### config.mk
export PLATFORM = sky130hd
export DESIGN_NAME = mem_port_arbiter
export DESIGN_NICKNAME = d
export VERILOG_FILES = /design/src/rtl/mem_arb_pkg.sv /design/src/rtl/rr_arbiter2.sv /design/src/rtl/mem_port_arbiter.sv
export SDC_FILE = /design/constraint.sdc
export NUM_CORES = 1
export LEC_CHECK = 0
export BUFFER_PORTS_ARGS = -buffer_cell sky130_fd_sc_hd__buf_2
export CELL_PAD_IN_SITES_DETAIL_PLACEMENT = 1
export CELL_PAD_IN_SITES_GLOBAL_PLACEMENT = 1
export CORE_UTILIZATION = 36
export DETAILED_ROUTE_END_ITERATION = 10
export PLACE_DENSITY_LB_ADDON = 0.1
export SYNTH_ARGS = -nofsm -noshare
export SYNTH_HDL_FRONTEND = slang
export SYNTH_SLANG_ARGS = --single-unit
### constraint.sdc
create_clock -name clk -period 2.3 [get_ports clk]
set_input_delay 0.46 -clock clk [delete_from_list [all_inputs] [get_ports clk]]
set_output_delay 0.46 -clock clk [all_outputs]
set_load 0.02 [all_outputs]
### src/rtl/mem_arb_pkg.sv
// Shared types and default widths for the two-core memory port arbiter.
//   state_t : arbiter FSM states
//   op_t    : access type latched at grant time
package mem_arb_pkg;

  localparam int DEF_ADDR_W = 11;
  localparam int DEF_DATA_W = 32;

  typedef enum logic [1:0] {
    IDLE  = 2'd0,
    ISSUE = 2'd1,
    WAIT  = 2'd2,
    RESP  = 2'd3
  } state_t;

  typedef enum logic {
    OP_RD = 1'b0,
    OP_WR = 1'b1
  } op_t;

endpackage

### src/rtl/rr_arbiter2.sv
// Combinational two-way round-robin pick.
// Ports:
//   eligible    in  2  per-core eligibility
//   last_grant  in  1  core granted most recently
//   grant_valid out 1  at least one core eligible
//   grant_idx   out 1  chosen core
module rr_arbiter2 (
  input  logic [1:0] eligible,
  input  logic       last_grant,
  output logic       grant_valid,
  output logic       grant_idx
);

  always_comb begin
    grant_valid = |eligible;
    grant_idx   = 1'b0;
    // On a tie the core that did not win last time goes first.
    if (eligible == 2'b11) grant_idx = ~last_grant;
    else                   grant_idx = eligible[1];
  end

endmodule

### src/rtl/mem_port_arbiter.sv
// Serialises the two cores' load/store requests onto the single memory data
// port with round-robin priority, one access in flight at a time.
// Ports:
//   clk, resetn              clock, asynchronous active-low reset
//   req_rd/req_wr [1:0]      per-core level requests, held until completion
//   req_adrs, req_wdata      per-core address / store data (core i in slice i)
//   rd_valid/wr_valid [1:0]  one-cycle completion pulse to the served core
//   rd_data                  per-core registered load data (core i in slice i)
//   mem_r_en/mem_w_en        one-cycle memory enables
//   mem_adrs, mem_wdata      memory address / write data
//   mem_r_valid/mem_w_valid  memory completion, mem_rdata with mem_r_valid
//   timeout_err              one-cycle pulse when an access is abandoned
module mem_port_arbiter
  import mem_arb_pkg::*;
#(
  parameter int ADDR_W  = DEF_ADDR_W,
  parameter int DATA_W  = DEF_DATA_W,
  parameter int TIMEOUT = 15
) (
  input  logic                  clk,
  input  logic                  resetn,
  input  logic [1:0]            req_rd,
  input  logic [1:0]            req_wr,
  input  logic [2*ADDR_W-1:0]   req_adrs,
  input  logic [2*DATA_W-1:0]   req_wdata,
  output logic [1:0]            rd_valid,
  output logic [1:0]            wr_valid,
  output logic [2*DATA_W-1:0]   rd_data,
  output logic                  mem_r_en,
  output logic                  mem_w_en,
  output logic [ADDR_W-1:0]     mem_adrs,
  output logic [DATA_W-1:0]     mem_wdata,
  input  logic                  mem_r_valid,
  input  logic                  mem_w_valid,
  input  logic [DATA_W-1:0]     mem_rdata,
  output logic                  timeout_err
);

  localparam int CNT_W = $clog2(TIMEOUT + 1);

  state_t              state, state_nxt;
  op_t                 op;
  logic                winner;
  logic                last_grant;
  logic [1:0]          cool;
  logic [CNT_W-1:0]    cnt;
  logic [ADDR_W-1:0]   lat_adrs;
  logic [DATA_W-1:0]   lat_wdata;
  logic [1:0]          eligible;
  logic                grant_valid;
  logic                grant_idx;
  logic                mem_done;
  logic                timed_out;
  logic [1:0]          winner_mask;

  // A core that was just served is masked for one cycle while its request
  // drops, so it cannot be granted again on a stale level.
  assign eligible    = (req_rd | req_wr) & ~cool;
  assign winner_mask = {winner, ~winner};

  rr_arbiter2 u_rr (
    .eligible    (eligible),
    .last_grant  (last_grant),
    .grant_valid (grant_valid),
    .grant_idx   (grant_idx)
  );

  always_comb begin
    state_nxt = state;
    mem_done  = 1'b0;
    timed_out = 1'b0;
    mem_r_en  = 1'b0;
    mem_w_en  = 1'b0;
    mem_adrs  = '0;
    mem_wdata = '0;
    rd_valid  = 2'b00;
    wr_valid  = 2'b00;
    case (state)
      IDLE: if (grant_valid) state_nxt = ISSUE;
      ISSUE: begin
        mem_adrs  = lat_adrs;
        mem_wdata = lat_wdata;
        mem_r_en  = (op == OP_RD);
        mem_w_en  = (op == OP_WR);
        state_nxt = WAIT;
      end
      WAIT: begin
        mem_adrs  = lat_adrs;
        mem_wdata = lat_wdata;
        // Only the completion matching the issued op counts.
        mem_done  = (op == OP_WR) ? mem_w_valid : mem_r_valid;
        if (mem_done) begin
          state_nxt = RESP;
        end else if (cnt == CNT_W'(TIMEOUT - 1)) begin
          timed_out = 1'b1;
          state_nxt = IDLE;
        end
      end
      RESP: begin
        if (op == OP_RD) rd_valid = winner_mask;
        else             wr_valid = winner_mask;
        state_nxt = IDLE;
      end
      default: state_nxt = IDLE;
    endcase
  end

  // Control state
  always_ff @(posedge clk or negedge resetn) begin
    if (!resetn) begin
      state       <= IDLE;
      op          <= OP_RD;
      winner      <= 1'b0;
      last_grant  <= 1'b1;
      cool        <= 2'b00;
      cnt         <= '0;
      timeout_err <= 1'b0;
      rd_data     <= '0;
    end else begin
      state       <= state_nxt;
      cool        <= 2'b00;
      timeout_err <= timed_out;
      case (state)
        IDLE: if (grant_valid) begin
          winner     <= grant_idx;
          last_grant <= grant_idx;
          // A core asking for both gets its store first.
          op         <= req_wr[grant_idx] ? OP_WR : OP_RD;
        end
        ISSUE: cnt <= '0;
        WAIT: begin
          cnt <= cnt + 1'b1;
          if (mem_done && op == OP_RD) begin
            if (winner) rd_data[2*DATA_W-1:DATA_W] <= mem_rdata;
            else        rd_data[DATA_W-1:0]        <= mem_rdata;
          end
        end
        RESP: cool <= winner_mask;
        default: ;
      endcase
    end
  end

  // Address/data latch; only driven onto the port during ISSUE/WAIT
  always_ff @(posedge clk) begin
    if (state == IDLE && grant_valid) begin
      lat_adrs  <= grant_idx ? req_adrs[2*ADDR_W-1:ADDR_W]   : req_adrs[ADDR_W-1:0];
      lat_wdata <= grant_idx ? req_wdata[2*DATA_W-1:DATA_W] : req_wdata[DATA_W-1:0];
    end
  end

endmodule

==> flow_metrics.tcl <==
set metrics [dict create \
    initial_core_util 0.371 \
    drc_errors 0 \
    crit_slowest_cell "dfrtp_1" \
    p_clk_frac 0.226 \
    synth.area.top_cells "dfrtp_1 36%, edfxtp_1 25%, mux2_2 23%" \
    pwr-share-seq 0.322 \
    arrival_ns 1.71 \
    clk_pin_slew_ns 0.06 \
    critPathTopFamily "buffers and inverters" \
    period_needed_ns 2.17 \
    place_congestion 0.717 \
    drt_pre_antenna_iters 4 \
    critPathKind "register to output port" \
    drv_cap 0 \
    relSlewSlack 0.610 \
    synth-simple-area-share 0.0796 \
    io_pins 240 \
    portBuffers 239 \
    peakVddDrop_uv 535 \
    fmax_mhz 461 \
    grt_pass1_vias 3919 \
    cts_buffer_depth 2 \
    cts_made_buffers 17 \
    ys.flop_type "dfrtp_1" \
    rows 43 \
    clkSinkCount 119 \
    synth_area_leader_cell "dfrtp_1" \
    nets 728 \
    synth_xor_area_frac 0 \
    synth_mux_area_frac 0.240 \
    p_int_mw 7.11 \
    core_um2 14000 \
    crit_buf_inv 3 \
    synth_top_family_by_area "multiplexers" \
    synth-adder-area-share 0.0145 \
    r2r_cells 5 \
    yosysWarningCount 0 \
    syn_inst 344 \
    drive_above_1_share 0.639 \
    cts_root_buf "clkbuf_16" \
    power_density_nw_per_um2 1580 \
    p_leak_nw 3.51 \
    antenna_found_initial 1 \
    seq_area_frac_synth 0.615 \
    area_growth_pct 39.6 \
    synthDominantCellAreaShare 0.362 \
    tightest_slew_ns 0.585 \
    r2r-end "rd_data[21]" \
    cpPeakStageDelay_ns 0.40 \
    hold_class "input pin to register" \
    period_share 0.942 \
    power_mw 11.4 \
    pre_cts_ws_ns 0.321 \
    cp_cell_sequence "inv_1 > ha_4 > clkbuf_16 > and2_1 > buf_2" \
    dr_total_vias 3759 \
    die_h_um 122 \
    grt_pass1_wl_um 20200 \
    grt_max_degree 51 \
    rsz0062_at_grt "false" \
    routedWlPerCell_um 16.6 \
    drv_slew 0 \
    startpoint_type "register" \
    hold_violations 0 \
    finalSetupTns_ns 0 \
    clock_latency_ns 0.41 \
    dp.cells 753 \
    synth_seq_cells 119 \
    syn_avg_cell_area_um2 15.1 \
    holdPathStages 2 \
    grt_usage 0.181 \
    die_x_um 122 \
    fillers 1494 \
    min_from "mem_rdata[4]" \
    hpwl_um 9200 \
    combPwrFrac 0.452 \
    power.share.switching 0.377 \
    crit_required_ns 1.84 \
    dpl-instance-area_um2 6600 \
    r2r_start "state[0]" \
    antenna_cells 0 \
    synth-compound-area-share 0.0215 \
    stdcell_area_um2 7240 \
    fin_worst_skew_ns 0.0101 \
    final_core_util 0.518 \
    routed_wl_um 13100 \
    cp-end-kind "output port" \
    detail-route-antenna-nets 0 \
    final_cells 789 \
    synth.distinct_cells 31 \
    cts_tree "done" \
    synth_edf_count 43 \
    drt-initial-drc-count 148 \
    worst_slack_ns 0.133 \
    overflow 0 \
    syn-cell-area_um2 5190 \
    outcome "completed" \
    rrSetupSlack_ns 0.39 \
    synthArstFlopShare 0.639 \
    whs_endpoint "rd_data[36]" \
    whs_ns 0.290 \
    p_sw_mw 4.31 \
    vias_per_cell 4.76 \
    htreeDepth 4 \
    crit_fanout 25 \
    report.final.setup_viol 0 \
    die_area_um2 14900 \
    syn_nets 476 \
]
[placed cells by master, fill, tap and decap left out, types with 2 or more instances in the layout]
| cell | count |
|---|---|
| and2_1 | 46 |
| nand3b_1 | 2 |
| a22o_1 | 2 |
| buf_4 | 7 |
| inv_1 | 6 |
| clkbuf_16 | 18 |
| bufinv_16 | 2 |
| clkbuf_1 | 4 |
| buf_2 | 238 |
| o21ai_0 | 6 |
| and3_1 | 3 |
| o22ai_1 | 2 |
| dfrtp_1 | 75 |
| edfxtp_1 | 43 |
| mux2i_1 | 2 |
| mux2_2 | 105 |
| ha_1 | 5 |
| clkinv_2 | 4 |
| a21oi_1 | 2 |
| nor2b_1 | 4 |
| nand2_1 | 6 |
| mux2_1 | 4 |
| buf_12 | 4 |
| clkbuf_8 | 3 |
[synth_stat cells, types with 4 or more instances]
master    count
buf_2         4
mux2_1        4
o21ai_0       6
dfrtp_1      75
nand2_1       6
ha_1          6
mux2_2      105
buf_6         5
and2_1       47
clkbuf_1      5
nor2b_1       4
edfxtp_1     43
inv_1         7
[final cells by class]
class	instances	area [um^2]	share of cell area
well taps	180	225	0.0311
multi-input cells	200	1860	0.257
repair buffers	251	1360	0.188
flip-flops and latches	119	3190	0.441
inverters	7	26.3	0.00363
clock inverters	8	95.1	0.0131
clock buffers	24	482	0.0665
[metal layers]
layer  GRT usage  vias to the layer above  wire length, um
li1            -                     1721                -
met1       0.202                     1863             4940
met2       0.303                      156             6720
met3      0.0707                       19             1200
met4      0.0846                        0              214
met5           0                        -                0
[state kept, by name (all words and copies together), names as in the netlist]
| signal | flops |
|---|---|
| op | 1 |
| cool | 2 |
| rd_data | 64 |
| last_grant | 1 |
| lat_wdata | 32 |
| lat_adrs | 11 |
| winner | 1 |
| state | 2 |
| timeout_err | 1 |
| cnt | 4 |
[how the worst max path moves through the flow]
| stage | slack, ns | endpoint | startpoint | cells after the start |
|---|---|---|---|---|
| floorplan | 0.23 | lat_adrs[0] | state[0] | 4 |
| global placement | 0.37 | lat_wdata[28] | req_wr[0] | 5 |
| detailed placement | 0.32 | lat_wdata[19] | req_wr[0] | 5 |
| CTS | 0.0009 | mem_wdata[19] | state[0] | 5 |
| global route | 0.05 | mem_wdata[23] | state[1] | 5 |
| finish | 0.13 | mem_wdata[1] | state[1] | 5 |
[cell families (layout without fill, tap and decap cells)]
family,after synthesis,in the layout
buf+inv,25,290
flops,119,119
mux,111,111
simple gates,67,67
fa+ha+maj,6,6
compound gates,16,16
[power by group through the flow]
| stage | Clock, mW | Combinational (mW) | Sequential, mW |
|---|---|---|---|
| final | 2.58 | 5.17 | 3.67 |
| after global routing | 2.72 | 5.57 | 3.80 |
| after CTS | 2.65 | 5.07 | 3.70 |
| after detailed placement | 0 | 5.03 | 3.72 |
| after global placement | 0 | 4.96 | 3.65 |
| after floorplan | 0 | 2.63 | 4.31 |
[what timing repair did]
item | in CTS | in global routing
setup buffers | 0 | 2
endpoints found under the setup margin | 1 | 43
hold buffers | 1 | 0
resized for setup | 1 | 2
hold endpoints to repair | 3 | 0
cloned | 0 | 1
(Power assumes the default switching activity.)
